===== src/rtl/key_code_lock_pkg.sv =====
`default_nettype none
// ============================================================================
//  Module      : key_code_lock_pkg
//  Description : Shared state encodings, key codes and a digit-decode helper
//                for the keypad code lock.
//  Revision    : 1.0 - initial release
// ============================================================================
package key_code_lock_pkg;

    typedef logic [2:0] state_t;

    localparam state_t c_st_idle    = 3'd0;
    localparam state_t c_st_entry   = 3'd1;
    localparam state_t c_st_check   = 3'd2;
    localparam state_t c_st_open    = 3'd3;
    localparam state_t c_st_set     = 3'd4;
    localparam state_t c_st_lockout = 3'd5;

    localparam logic [3:0] c_key_set = 4'd10;
    localparam logic [3:0] c_key_clr = 4'd14;
    localparam logic [3:0] c_key_ent = 4'd15;

    // Keys 0..9 are digits; 10..15 are commands or unused.
    function automatic logic is_digit(input logic [3:0] key);
        return (key <= 4'd9);
    endfunction

endpackage
`default_nettype wire


===== src/rtl/key_code_lock_ms_tick_gen.sv =====
`default_nettype none
// ============================================================================
//  Module      : ms_tick_gen
//  Description : Clock divider producing a registered one-cycle pulse every
//                CLK_FREQ/1000 clock cycles (1 ms time base).
//  Ports       : clk  - system clock
//                rst  - asynchronous reset, active-high
//                tick - one-cycle 1 ms strobe
//  Revision    : 1.0 - initial release
// ============================================================================
module ms_tick_gen #(
    parameter int CLK_FREQ = 50_000_000
) (
    input  logic clk,
    input  logic rst,
    output logic tick
);

    localparam int c_div = (CLK_FREQ / 1000 > 0) ? (CLK_FREQ / 1000) : 1;
    localparam int c_cw  = (c_div > 1) ? $clog2(c_div) : 1;

    logic [c_cw-1:0] r_cnt;
    logic            r_tick;

    always_ff @(posedge clk or posedge rst) begin
        if (rst) begin
            r_cnt  <= '0;
            r_tick <= 1'b0;
        end else if (r_cnt == c_cw'(c_div - 1)) begin
            r_cnt  <= '0;
            r_tick <= 1'b1;
        end else begin
            r_cnt  <= r_cnt + 1'b1;
            r_tick <= 1'b0;
        end
    end

    assign tick = r_tick;

endmodule
`default_nettype wire


===== src/rtl/key_code_lock.sv =====
`default_nettype none
// ============================================================================
//  Module      : key_code_lock
//  Description : Keypad code lock. Collects CODE_LEN BCD digits from one-cycle
//                key events, compares them with a stored code on ENTER, and
//                drives unlock / err / alarm. Inactivity timeout, failed-attempt
//                lockout and code change while open are supported.
//  Ports       : clk, rst            - clock, asynchronous active-high reset
//                key_flag, key_data  - one-cycle key strobe and key code
//                unlock              - high while the lock is open
//                alarm               - high during lockout
//                err                 - one-cycle pulse on rejected entry
//                digit_cnt           - digits held in the entry buffer
//                disp_data           - entry buffer, newest digit in [3:0]
//  Revision    : 1.0 - initial release
// ============================================================================
module key_code_lock
    import key_code_lock_pkg::*;
#(
    parameter int          CLK_FREQ     = 50_000_000,
    parameter int          CODE_LEN     = 4,
    parameter logic [31:0] DEFAULT_CODE = 32'h1234,
    parameter int          TIMEOUT_MS   = 5000,
    parameter int          OPEN_MS      = 3000,
    parameter int          MAX_FAIL     = 3,
    parameter int          LOCKOUT_MS   = 10000
) (
    input  logic                  clk,
    input  logic                  rst,
    input  logic                  key_flag,
    input  logic [3:0]            key_data,
    output logic                  unlock,
    output logic                  alarm,
    output logic                  err,
    output logic [3:0]            digit_cnt,
    output logic [4*CODE_LEN-1:0] disp_data
);

    localparam int c_w = 4 * CODE_LEN;

    state_t         r_state, w_state_nxt;
    logic [c_w-1:0] r_buf, w_buf_nxt;
    logic [3:0]     r_cnt, w_cnt_nxt;
    logic [c_w-1:0] r_code, w_code_nxt;
    logic [7:0]     r_fail, w_fail_nxt;
    logic [15:0]    r_timer;
    logic           r_unlock, r_alarm, r_err;
    logic           w_err_nxt;
    logic           w_key_acc;
    logic           w_tick;
    logic           w_digit;
    logic           w_full;
    logic           w_timer_clr;
    logic [c_w+3:0] w_ext;
    logic [c_w-1:0] w_buf_ins;

    ms_tick_gen #(
        .CLK_FREQ (CLK_FREQ)
    ) u_tick (
        .clk  (clk),
        .rst  (rst),
        .tick (w_tick)
    );

    // Shift-in through a widened vector so CODE_LEN=1 needs no special case.
    assign w_ext     = {r_buf, key_data};
    assign w_buf_ins = w_ext[c_w-1:0];
    assign w_digit   = is_digit(key_data);
    assign w_full    = (r_cnt == 4'(CODE_LEN));

    always_comb begin
        w_state_nxt = r_state;
        w_buf_nxt   = r_buf;
        w_cnt_nxt   = r_cnt;
        w_code_nxt  = r_code;
        w_fail_nxt  = r_fail;
        w_err_nxt   = 1'b0;
        w_key_acc   = 1'b0;
        case (r_state)
            c_st_idle: begin
                if (key_flag && w_digit) begin
                    w_key_acc   = 1'b1;
                    w_buf_nxt   = c_w'(key_data);
                    w_cnt_nxt   = 4'd1;
                    w_state_nxt = c_st_entry;
                end
            end
            c_st_entry, c_st_set: begin
                if (key_flag && w_digit) begin
                    // A digit on a full buffer is dropped but still counts as
                    // activity for the inactivity timer.
                    w_key_acc = 1'b1;
                    if (!w_full) begin
                        w_buf_nxt = w_buf_ins;
                        w_cnt_nxt = r_cnt + 4'd1;
                    end
                end else if (key_flag && key_data == c_key_clr) begin
                    w_key_acc   = 1'b1;
                    w_buf_nxt   = '0;
                    w_cnt_nxt   = 4'd0;
                    w_state_nxt = c_st_idle;
                end else if (key_flag && key_data == c_key_ent) begin
                    w_key_acc = 1'b1;
                    if (r_state == c_st_entry) begin
                        w_state_nxt = c_st_check;
                    end else if (w_full) begin
                        w_code_nxt  = r_buf;
                        w_buf_nxt   = '0;
                        w_cnt_nxt   = 4'd0;
                        w_state_nxt = c_st_idle;
                    end else begin
                        // Short commit: reject and let the user retype.
                        w_err_nxt = 1'b1;
                        w_buf_nxt = '0;
                        w_cnt_nxt = 4'd0;
                    end
                end else if (r_timer >= 16'(TIMEOUT_MS)) begin
                    w_buf_nxt   = '0;
                    w_cnt_nxt   = 4'd0;
                    w_state_nxt = c_st_idle;
                end
            end
            c_st_check: begin
                w_buf_nxt = '0;
                w_cnt_nxt = 4'd0;
                if (w_full && r_buf == r_code) begin
                    w_fail_nxt  = 8'd0;
                    w_state_nxt = c_st_open;
                end else if (r_fail == 8'(MAX_FAIL - 1)) begin
                    w_err_nxt   = 1'b1;
                    w_fail_nxt  = 8'd0;
                    w_state_nxt = c_st_lockout;
                end else begin
                    w_err_nxt   = 1'b1;
                    w_fail_nxt  = r_fail + 8'd1;
                    w_state_nxt = c_st_idle;
                end
            end
            c_st_open: begin
                if (key_flag && key_data == c_key_set) begin
                    w_key_acc   = 1'b1;
                    w_state_nxt = c_st_set;
                end else if (r_timer >= 16'(OPEN_MS)) begin
                    w_state_nxt = c_st_idle;
                end
            end
            c_st_lockout: begin
                if (r_timer >= 16'(LOCKOUT_MS)) begin
                    w_state_nxt = c_st_idle;
                end
            end
            default: begin
                w_buf_nxt   = '0;
                w_cnt_nxt   = 4'd0;
                w_state_nxt = c_st_idle;
            end
        endcase
    end

    assign w_timer_clr = w_key_acc || (w_state_nxt != r_state);

    always_ff @(posedge clk or posedge rst) begin
        if (rst) begin
            r_state  <= c_st_idle;
            r_buf    <= '0;
            r_cnt    <= 4'd0;
            r_code   <= DEFAULT_CODE[c_w-1:0];
            r_fail   <= 8'd0;
            r_timer  <= 16'd0;
            r_unlock <= 1'b0;
            r_alarm  <= 1'b0;
            r_err    <= 1'b0;
        end else begin
            r_state  <= w_state_nxt;
            r_buf    <= w_buf_nxt;
            r_cnt    <= w_cnt_nxt;
            r_code   <= w_code_nxt;
            r_fail   <= w_fail_nxt;
            r_unlock <= (w_state_nxt == c_st_open);
            r_alarm  <= (w_state_nxt == c_st_lockout);
            r_err    <= w_err_nxt;
            if (w_timer_clr) begin
                r_timer <= 16'd0;
            end else if (w_tick && r_timer != 16'hFFFF) begin
                r_timer <= r_timer + 16'd1;
            end
        end
    end

    assign unlock    = r_unlock;
    assign alarm     = r_alarm;
    assign err       = r_err;
    assign digit_cnt = r_cnt;
    assign disp_data = r_buf;

endmodule
`default_nettype wire

===== config.mk =====
export PLATFORM = sky130hd
export DESIGN_NAME = key_code_lock
export DESIGN_NICKNAME = d
export VERILOG_FILES = /design/src/rtl/key_code_lock_pkg.sv /design/src/rtl/key_code_lock_ms_tick_gen.sv /design/src/rtl/key_code_lock.sv
export SDC_FILE = /design/constraint.sdc
export NUM_CORES = 1
export LEC_CHECK = 0
export BUFFER_PORTS_ARGS = -buffer_cell sky130_fd_sc_hd__buf_2
export CAP_MARGIN = 40
export CORE_UTILIZATION = 55
export DETAILED_ROUTE_END_ITERATION = 12
export MAX_ROUTING_LAYER = met4
export PLACE_DENSITY_LB_ADDON = 0.2
export SLEW_MARGIN = 20
export SYNTH_ARGS = -nofsm -noshare
export SYNTH_HDL_FRONTEND = slang
export SYNTH_SLANG_ARGS = --single-unit

===== constraint.sdc =====
create_clock -name clk -period 3.6 [get_ports clk]
set_clock_uncertainty 0.2 [all_clocks]
set_input_delay 0.18 -clock clk [delete_from_list [all_inputs] [get_ports clk]]
set_output_delay 0.18 -clock clk [all_outputs]
set_load 0.05 [all_outputs]

# Yosys cells after proc, flatten, opt, wreduce, memory -nomap -nowiden
# Cells that the tools add are included.
[totals] regBits=83 inputBits=7 output_inout_bits=23 word_cells=104
[classes] addsub=4 magnitude_cmp=4 eq_ne=20 mux=48 n_bitwise=4 reduce_logical=13
[op_table] operator="two-way mux 16 bit" count=10
[op_table] operator="one-hot mux 16 bit (3 select lines)" count=1
[op_table] operator="two-way mux 3 bit" count=12
[op_table] operator="adder 16 x 1 -> 16 bit (second input constant)" count=2
[op_table] operator="two-way mux 4 bit" count=7
[op_table] operator="equality test 16 bit" count=1
[op_table] operator="equality test 16 bit (second input constant)" count=1
[op_table] operator="greater-or-equal comparator 16 x 12 -> 1 bit (second input constant)" count=1
[op_table] operator="greater-or-equal comparator 16 x 13 -> 1 bit (second input constant)" count=1
[op_table] operator="greater-or-equal comparator 16 x 14 -> 1 bit (second input constant)" count=1
[op_table] operator="two-way mux 8 bit" count=2
[op_table] operator="!= test 16 bit (second input constant)" count=1
[op_table] operator="one-hot mux 3 bit (5 select lines)" count=1
[op_table] operator="equality test 4 bit (second input constant)" count=3
[op_table] operator="two-way mux 1 bit" count=12
[op_table] operator="one-hot mux 4 bit (3 select lines)" count=1
[op_table] operator="!= test 5 bit (second input constant)" count=2
[op_table] operator="equality test 3 x 2 -> 1 bit (second input constant)" count=3
[op_table] operator="equality test 3 bit (second input constant)" count=3
[op_table] operator="adder 8 x 1 -> 8 bit (second input constant)" count=1
[op_table] operator="equality test 8 x 2 -> 1 bit (second input constant)" count=1
[op_table] operator="logical AND 1 bit" count=6
[op_table] operator="AND reduction 6 bit" count=1
[op_table] operator="AND reduction 5 bit" count=1
[op_table] operator="14 further kinds" count=18

# Logic depth before layout (Yosys ltp)
[depth] word_depth=10 ltp_mapped=9 ltp_nobuf=8

# By module
# A second synthesis with hierarchy kept.
[hier_totals] cells_unflattened=447 hier_area_um2=4220.3
[by_module_without_submodules] module="key_code_lock" instances=1 cells_each=378 area_each_um2=3438.3 seq_area_each_um2=1657.8
[by_module_without_submodules] module="ms_tick_gen" instances=1 cells_each=69 area_each_um2=782.0 seq_area_each_um2=425.4

# Least setup slack after synthesis
# Ideal clock, no wire load.
[synth_path] kind="register -> register" from="register r_cnt[0], in the netlist digit_cnt[0]" to="register r_timer[8]" setup_time_ns=0.119 t_arrival_ns=2.797 setup_slack_ns=0.485 stages_incl_launch_ff=10 path_buffers=1 period_less_slack_ns=3.115 path_cell_list="dfrtp_1 inv_1 ha_1 nand3b_1 or4b_1 or4b_4 a221o_1 o221ai_4 buf_6 nor2_1"
[synth_via] elab_chain_cells=10
[synth_lines] item="start, declared" line="key_code_lock.sv:43" source="logic [3:0] r_cnt, w_cnt_nxt;"
[synth_lines] item="start signal, assigned" line="key_code_lock.sv:176" source="r_cnt <= w_cnt_nxt;"
[synth_lines] item="equality test 4 x 3 -> 1 bit (*)" line="key_code_lock.sv:69" source="assign w_full = (r_cnt == 4'(CODE_LEN));"
[synth_lines] item="two-way mux 3 bit" line="key_code_lock.sv:106" source="end else if (w_full) begin"
[synth_lines] item="two-way mux 3 bit" line="key_code_lock.sv:104" source="if (r_state == c_st_entry) begin"
[synth_lines] item="two-way mux 3 bit" line="key_code_lock.sv:102" source="end else if (key_flag && key_data == c_key_ent) begin"
[synth_lines] item="two-way mux 3 bit" line="key_code_lock.sv:97" source="end else if (key_flag && key_data == c_key_clr) begin"
[synth_lines] item="two-way mux 3 bit" line="key_code_lock.sv:89" source="if (key_flag && w_digit) begin"
[synth_lines] item="one-hot mux 3 bit (5 select lines) (*)" line="key_code_lock.sv:79" source="case (r_state)"
[synth_lines] item="!= test 3 bit (*)" line="key_code_lock.sv:160" source="assign w_timer_clr = w_key_acc || (w_state_nxt != r_state);"
[synth_lines] item="logical OR 1 bit (*)" line="key_code_lock.sv:160"
[synth_lines] item="two-way mux 16 bit or nonzero test 2 bit (tied branches)"
[synth_lines] item="end signal, assigned" line="key_code_lock.sv:185" source="r_timer <= r_timer + 16'd1;"
[synth_lines] item="end, declared" line="key_code_lock.sv:46" source="logic [15:0] r_timer;"
# Mark *: on every way between the ends. The rest lies on a longest branch, timed or not.
# A chain may end at the register's enable or synchronous reset.

# Worst setup path in the final report
[layout_path] from="register r_cnt[0], in the netlist digit_cnt[0]" to="register r_timer[6]"
# Same word-level chain as after synthesis.

==> reports/results.ini <==
[power]
power_density_nw_per_um2 = 536
switching_share = 0.386
switchingPower_w = 0.000994
p_comb_frac = 0.298
max-vdd-ir-drop_mv = 0.243
pwr-share-clk = 0.268
p_leak_nw = 2.23
seq_power_share = 0.434
internal_power_w = 0.00158

[sta]
min_period_ps = 3140
hold_ws_ps = 177
finalMaxSlewViolations = 0
finalSetupTns_ps = 0
tightest_slew_ps = 602
fmax_mhz = 318
finalSetupViolCount = 0
finalCritPeriodShare = 0.873
finalHoldViolCount = 0
rsz0062_at_grt = false
relSlewSlack = 0.594

[place]
dp_hpwl_mm = 5.96
finalWeightedCongestion = 0.896
placed_cells = 570
port_buffers = 29

[min_path]
min_path_type = in2async

[layout]
layout_common_cells = 78 x dfrtp_1, 48 x nand2_1, 48 x o21ai_0
area_growth_pct = 12.6
layout.nets = 502
final_common_cell = dfrtp_1
final_cells = 592
num_antenna_cells = 0
drive_gt1_frac = 0.130

[clock_tree]
clock_latency_ps = 350
ctsLongestPathBuffers = 2
clockRootBuffer = clkbuf_8
cts.htree.levels = 3
clk_pin_slew_ps = 90
cts_buffers = 9
cts.sinks = 83
cts_tree = built

[critical_path]
worstSetupPathType = reg2reg
ff2ff_path_depth = 8
r2r-end = r_timer[6]
start_kind = flip-flop
cp.arrival_ps = 3150
max_stage_delay_ps = 520
cpMaxStageDelayCell = or4b_1
crit_chain = inv_1 > ha_1 > nand3b_1 > or4b_1 > or4b_4 > a221o_1 > o221ai_4 > nor2_1
worstSetupEndpointType = flip-flop
cpLargestDelayFamily = simple AND/OR/NAND/NOR gates
r2r-start = digit_cnt[0]
cp.required_ps = 3610
reg2reg_slack_ps = 460
critPathMaxFanout = 16
path_buf_inv = 1

[global_route]
met3_usage = 0.0491
antenna_found_initial = 0
globalRouteMet2Util = 0.346
first_global_vias = 3141
use_met1 = 0.318
grt_pass1_wl_mm = 14.8
grt_max_degree = 40
top_usage_layer = met2
grt.total_usage = 0.234
grt_overflow = 0

[synth]
syn_avg_cell_area_um2 = 9.36
synth-edff-count = 0
ys_warn_count = 0
ys_seq_area_frac = 0.489
netlist_area_um2 = 4260
synthArstFlopShare = 1.00
ys_ff_latch = 83
synthFlopType = dfrtp_1
synth_cell_types = 57
syn-num-nets = 469
syn_inst = 455

[detailed_routing]
drt_iter0_markers = 229
routed_via_density = 5.63
drc = 0
routed_wirelength_mm = 8.57
wl_per_cell_um = 14.5
drtAntennaViolNets = 0
firstDrtPassIters = 4
num_vias = 3331

[floorplan]
start_util = 0.578
fp.dieArea_um2 = 8100
dieWidth_um = 90
io_pins = 30
fp.dieH_um = 90
rows = 31
coreArea_um2 = 7370

[run]
cap_viol_max_count = 0

[status]
outcome = finished clean

-- layout make-up --
cell class                 count  area [µm²]
tap                           99         124
sequential                    83        2080
inverter                      25        95.1
timing repair buffer          41         270
clock inverter                 6        72.6
fill                         624        2570
clock buffer                  10         138
multi-input combinational    328        2010
-- worst min-delay path, stage by stage --
cell	delay, ps
dlygate4sd3_1	530
buf_2	120
clkinv_2	320
-- registers in the layout (all words and copies together), names as in the netlist --
name / flops
alarm: 1
digit_cnt: 4
disp_data: 16
err: 1
r_code: 16
r_fail: 8
r_state: 3
r_timer: 16
u_tick.r_cnt: 16
u_tick.tick: 1
unlock: 1
-- how the worst max path moves through the flow --
stage                            start     endpoint  slack [ps]  cells past startpoint
after floorplan           digit_cnt[0]   r_timer[8]         480                      9
after global placement    digit_cnt[0]   r_timer[6]         570                      8
after detailed placement  digit_cnt[0]  r_timer[15]         470                      8
after CTS                 digit_cnt[0]   r_timer[6]         460                      8
after global routing      digit_cnt[1]  r_timer[15]         270                      8
final                     digit_cnt[0]   r_timer[6]         460                      8
-- cells in the mapped netlist (all sizes together) (9+ instances only) --
cell	count	area, µm²
inv	25	93.8
o21ai	49	245
xor2	30	263
clkbuf	18	67.6
nand2	48	180
xnor2	16	140
a21oi	9	45.0
nand4	11	68.8
and3	10	62.6
nor2	39	146
dfrtp	78	1950
nand3	36	180
-- repair_timing --
action,4_1_cts,5_1_grt
setup buffers,0,0
gates resized for setup,0,0
hold buffers,6,0
hold endpoints to repair,43,0
-- metrics by stage --
stage | total power (W) | worst slack, ps | utilization | instance area, µm²
6_report | 0.00257 | 458 | 0.651 | 4800
2_1_floorplan | 0.00172 | 485 | - | 4260
4_1_cts | 0.00259 | 460 | 0.651 | 4800
5_1_grt | 0.00273 | 271 | 0.651 | 4800
3_3_place_gp | 0.00188 | 565 | 0.610 | 4490
3_5_place_dp | 0.00189 | 467 | 0.614 | 4530
-- power groups by stage --
stage / registers [W] / clock network (W) / logic, W
final: 0.00112 / 0.000690 / 0.000766
after global routing: 0.00113 / 0.000755 / 0.000838
after CTS: 0.00112 / 0.000708 / 0.000768
after detailed placement: 0.00113 / 0 / 0.000760
after global placement: 0.00113 / 0 / 0.000751
after floorplan: 0.00126 / 0 / 0.000457
-- cells by family after synthesis --
family                     after synthesis  synth area share
AOI/OAI and AO/OA                       88             0.132
DFF                                     83             0.489
xor gates and xnor gates                46            0.0946
buffers and inverters                   44            0.0405
muxes                                    1           0.00264
and+or+nand+nor                        185             0.218
adders and majority gates                8            0.0229
-- per-layer routing --
| layer | up-vias | wire, µm |
|---|---|---|
| met5 | - | 0 |
| met4 | 0 | 34 |
| met3 | 4 | 386 |
| met2 | 82 | 4050 |
| met1 | 1596 | 4100 |
| li1 | 1649 | - |
No activity file was read; power rests on OpenSTA's default activity.
